File: config.mk
export PLATFORM = sky130hd
export DESIGN_NAME = stc_tile_seq
export DESIGN_NICKNAME = d
export VERILOG_FILES = /design/src/rtl/stc_pkg.sv /design/src/rtl/stc_beat_counter.sv /design/src/rtl/stc_tile_seq.sv
export SDC_FILE = /design/constraint.sdc
export NUM_CORES = 1
export LEC_CHECK = 0
export BUFFER_PORTS_ARGS = -buffer_cell sky130_fd_sc_hd__buf_2
export CAP_MARGIN = 30
export CORE_AREA = 2 2 416 418
export DETAILED_ROUTE_END_ITERATION = 6
export DIE_AREA = 0 0 418 420
export PLACE_DENSITY = 0.3
export SYNTH_ARGS = -nofsm -noshare
export SYNTH_HDL_FRONTEND = slang
export SYNTH_SLANG_ARGS = --single-unit
File: constraint.sdc
create_clock -name clk -period 2.7 [get_ports clk]
set_input_delay 0.54 -clock clk [delete_from_list [all_inputs] [get_ports clk]]
set_output_delay 0.54 -clock clk [all_outputs]
set_load 0.05 [all_outputs]
File: src/rtl/stc_pkg.sv
// stc_pkg: state encoding and default parameters shared by the tile sequencer.
package stc_pkg;
  localparam int STC_M      = 16;
  localparam int STC_K      = 16;
  localparam int STC_DW_MEM = 512;
  localparam int STC_DW_IDX = 4;
  localparam int STC_DW_CNT = 8;
  typedef enum logic [2:0] {IDLE, LD_CU, LD_AD, LD_AC, LD_B, LD_C, RUN, FIN} stc_state_e;
endpackage

File: src/rtl/stc_beat_counter.sv
// stc_beat_counter: loadable up-counter with optional saturation and a terminal-count flag.
module stc_beat_counter #(
  parameter int W = 4
) (
  input  logic         clk,
  input  logic         reset,
  input  logic         load,
  input  logic [W-1:0] load_val,
  input  logic         inc,
  input  logic         sat,
  input  logic [W-1:0] term,
  output logic [W-1:0] cnt,
  output logic         tc
);
  logic [W-1:0] cnt_q, cnt_d;
  always_comb begin
    cnt_d = load ? load_val : (inc && !(sat && &cnt_q)) ? cnt_q + W'(1) : cnt_q;
  end
  always_ff @(posedge clk) begin
    cnt_q <= reset ? '0 : cnt_d;
  end
  assign cnt = cnt_q;
  assign tc  = cnt_q == term;
endmodule

File: src/rtl/stc_tile_seq.sv
// stc_tile_seq: loads one tile (CU, A data, A colidx, B, C) from a beat stream into the core,
// then waits for M result rows and pulses done.
module stc_tile_seq
  import stc_pkg::*;
#(
  parameter int M      = STC_M,
  parameter int K      = STC_K,
  parameter int DW_MEM = STC_DW_MEM,
  parameter int DW_IDX = STC_DW_IDX,
  parameter int DW_CNT = STC_DW_CNT
) (
  input  logic              clk,
  input  logic              reset,
  input  logic              start,
  input  logic [DW_IDX:0]   cfg_a_beats,
  input  logic              s_valid,
  output logic              s_ready,
  input  logic [DW_MEM-1:0] s_data,
  output logic              write_cu,
  output logic              write_a_data_en,
  output logic              write_a_cidx_en,
  output logic [DW_IDX-1:0] A_idx,
  output logic              write_b,
  output logic [DW_IDX-1:0] B_row,
  output logic              write_c,
  output logic [DW_IDX-1:0] in_c_row,
  output logic [DW_MEM-1:0] core_data,
  input  logic              core_out_valid,
  output logic              busy,
  output logic              done,
  output logic [DW_CNT-1:0] rows_seen
);
  localparam int BW = DW_IDX + 1;
  stc_state_e        state_q, state_d;
  logic [BW-1:0]     a_beats_q, a_beats_d;
  logic [DW_IDX-1:0] idx_cnt, idx_term;
  logic              idx_tc, idx_load, rows_tc, rows_load, accept, last;
  // The index counter's terminal count is the last beat number of the current load phase,
  // so a 2^DW_IDX-beat phase ends at index 2^DW_IDX-1 and the index wraps on reload.
  always_comb begin
    s_ready   = state_q inside {LD_CU, LD_AD, LD_AC, LD_B, LD_C};
    accept    = s_valid & s_ready;
    idx_term  = (state_q == LD_AD || state_q == LD_AC) ? DW_IDX'(a_beats_q - BW'(1)) :
                state_q == LD_B ? DW_IDX'(K - 1) :
                state_q == LD_C ? DW_IDX'(M - 1) : '0;
    last      = accept & idx_tc;
    state_d   = state_q;
    case (state_q)
      IDLE:    if (start) state_d = LD_CU;
      LD_CU:   if (last) state_d = (a_beats_q == '0) ? LD_B : LD_AD;
      LD_AD:   if (last) state_d = LD_AC;
      LD_AC:   if (last) state_d = LD_B;
      LD_B:    if (last) state_d = LD_C;
      LD_C:    if (last) state_d = RUN;
      RUN:     if (core_out_valid && rows_tc) state_d = FIN;
      FIN:     state_d = IDLE;
      default: state_d = IDLE;
    endcase
    rows_load = state_q == IDLE && start;
    a_beats_d = rows_load ? cfg_a_beats : a_beats_q;
    idx_load  = state_d != state_q;
  end
  always_ff @(posedge clk) begin
    if (reset) begin
      state_q   <= IDLE;
      a_beats_q <= '0;
    end else begin
      state_q   <= state_d;
      a_beats_q <= a_beats_d;
    end
  end
  stc_beat_counter #(.W(DW_IDX)) u_idx (
    .clk      (clk),
    .reset    (reset),
    .load     (idx_load),
    .load_val ('0),
    .inc      (accept),
    .sat      (1'b0),
    .term     (idx_term),
    .cnt      (idx_cnt),
    .tc       (idx_tc)
  );
  stc_beat_counter #(.W(DW_CNT)) u_rows (
    .clk      (clk),
    .reset    (reset),
    .load     (rows_load),
    .load_val ('0),
    .inc      (core_out_valid),
    .sat      (1'b1),
    .term     (DW_CNT'(M - 1)),
    .cnt      (rows_seen),
    .tc       (rows_tc)
  );
  assign write_cu        = accept && state_q == LD_CU;
  assign write_a_data_en = accept && state_q == LD_AD;
  assign write_a_cidx_en = accept && state_q == LD_AC;
  assign write_b         = accept && state_q == LD_B;
  assign write_c         = accept && state_q == LD_C;
  assign A_idx           = idx_cnt;
  assign B_row           = idx_cnt;
  assign in_c_row        = idx_cnt;
  assign core_data       = s_data;
  assign busy            = state_q != IDLE;
  assign done            = state_q == FIN;
endmodule

==> out/results.ini <==
[detailed_routing]
firstDrtPassIters=6
postRouteAntennaNets=0
drt-initial-drc-count=181
via_per_inst=0.943
routed_wl_um=79100
remaining_drc_errors=0
num_vias=2281
routedWlPerCell_um=32.7

[setup_path]
r2r-end=state_q[2]
critPathMaxFanout=11
reg2reg_depth=6
crit_required_ns=2.89
endpoint_kind=flip-flop
worst-r2r-setup-slack_ns=0.47
critical_path_arrival_ns=2.42
crit_path_start_kind=flip-flop
crit_type=reg2reg
reg2reg_from=state_q[2]

[cells_and_area]
diodes=0
final_area_mm2=0.00425
final_common_cell=buf_2
final_cell_mix=buf_2 (37), nor2_1 (24), dfxtp_1 (20)
layout-drive-gt1-share_pct=30.5
syn_to_final_growth_pct=-15.9
nets=714

[logic_synthesis]
async_flop_share_pct=0
synth_xor_area_share_pct=2.25
syn_inst=664
synth_seq_area_share_pct=7.91
synth_top_family_by_area=buffers and inverters
ys_warn_count=0
synth_flop_cell=dfxtp_1
syn-num-nets=1189
synthMuxAreaShare_pct=0.989
synth.ff_latch_count=20
synth_adder_area_share_pct=0.742
syn_area_per_cell_um2=7.62
synth_cell_types=38
synthSimpleGateAreaFrac_pct=7.14
syn_area_mm2=0.00506
synth_compound_area_share_pct=2.79
synth_edf_count=0

[min_path]
hold_depth=2
worstHoldEndpoint=u_rows.cnt[1]
worstHoldStart=u_rows.cnt[1]
hold_class=reg2reg

[global_route]
antenna_found_initial=5
grt_pass1_wl_um=82900
grt_max_degree=14
grt_usage_pct=8.56
grt_pass1_vias=2098
gr-total-overflow=0

[die]
die_h_um=420
initial_core_util_pct=2.96
rows=152
core_mm2=0.171
ios=1062
die_area_mm2=0.176
die_x_um=418

[sta]
finalCritPeriodShare_pct=82.5
slew_viol_final=0
rsz0062_at_grt=false
skew_ns=0.0105
hold_violations=0
tightest_slew_ns=0.525
fmax_mhz=449
finalSetupTns_ns=0
relSlewSlack_pct=65.0
setup_violations=0
fin_crit_ns=2.23

[clocking]
cts_sinks=20
clk_path_buf_depth=2
cts-root-buf=clkbuf_16
cts_made_buffers=3
cts_max_level=1
cts_hold_buf=0
clk_latency_ns=0.28
cts_tree=built
clkTransAtPathRegs_ns=0.07
cts_resized=0
post_cts_buffers=0

[placed_design]
post-dp-hpwl_um=76200
place.gp.congestion=0.739
postPlaceCellArea_mm2=0.00418
port_buffers=37

[power]
powerDensity_mw_per_mm2=313
max-vdd-ir-drop_v=0.000184
leakagePower_nw=0.697

[status]
status=finished, final reports clean

[job]
cap_violations=0

## registers in the layout, summed over array words and instances, names as in the netlist
name,count
u_idx.cnt,4
a_beats_q,5
u_rows.cnt,8
state_q,3
## layer usage
metal | up-vias | global-route usage [%] | share of wire, %
met3 | 123 | 17.4 | 42
met1 | 846 | 2.50 | 11
met2 | 722 | 13.2 | 44
met4 | 8 | 1.85 | 2.6
li1 | 582 | - | -
met5 | - | 1.50 | 0.46
## per-stage QoR
stage                     setup slack (ns)  total power, W  std cells  util (%)  hold slack, ns
after global placement               0.368         0.00102       2417      2.44           0.489
after global routing                 0.292         0.00143       2420      2.49           0.515
after detailed placement             0.379         0.00101       2417      2.44           0.489
final                                0.472         0.00133       2420      2.49           0.498
after CTS                            0.417         0.00140       2420      2.49           0.497
after floorplan                      0.411         0.00284        664         -           0.462
## power breakdown
group / switching [W] / total, W / internal, W / leakage (nW)
sequential: 0.0000540 / 0.000379 / 0.000325 / 0.163
combinational: 0.000415 / 0.000602 / 0.000187 / 0.497
clock: 0.000153 / 0.000350 / 0.000197 / 0.0370
## worst max path at each step
stage | start | endpoint | slack, ns | depth (start not counted)
final | state_q[2] | state_q[2] | 0.47 | 6
after global routing | state_q[1] | state_q[2] | 0.29 | 6
after CTS | u_rows.cnt[0] | u_idx.cnt[1] | 0.42 | 8
after detailed placement | core_out_valid | u_idx.cnt[1] | 0.38 | 8
after global placement | core_out_valid | u_idx.cnt[2] | 0.37 | 8
after floorplan | state_q[0] | write_cu | 0.41 | 3
## kinds of logic after synthesis
logic type | after synthesis
buffers and inverters | 531
AND/OR/NAND/NOR | 71
AO/OA/AOI/OAI | 21
flip-flops | 20
XOR/XNOR | 13
multiplexers | 5
adder cells (fa/ha/maj) | 3
## area by class of cell
type	instances	area, um2
Clock buffer	3	75.1
Sequential cell	20	400
Tap cell	2233	2790
Timing Repair Buffer	47	260
Multi-Input combinational cell	113	709
Fill cell	20300	167000
Inverter	4	15.0
## critical path, stage by stage, from the launching register on
cell	delay, ns
dfxtp_1	0.52
nor2b_1	0.14
or3_1	0.39
a21oi_2	0.14
nand4_2	0.19
or4_4	0.55
a211oi_2	0.22
## Yosys cell counts, types with 2 or more instances
cell type / count / share of area [%]
nand2_1: 10 / 0.74
ha_1: 3 / 0.74
nor3_1: 7 / 0.69
and3_1: 2 / 0.25
nor2b_1: 3 / 0.37
buf_4: 521 / 77
and2_1: 3 / 0.37
o21ai_0: 4 / 0.40
mux2i_1: 5 / 0.99
nand3_1: 5 / 0.49
nand2b_1: 3 / 0.37
or3_1: 3 / 0.37
a21oi_1: 7 / 0.69
xnor2_1: 6 / 1.0
dfxtp_1: 20 / 7.9
xor2_1: 7 / 1.2
nand4_1: 3 / 0.37
nor2_1: 24 / 1.8
a211o_1: 2 / 0.35
clkbuf_1: 5 / 0.37
inv_1: 4 / 0.30
Power figures use the tool's default switching activity.
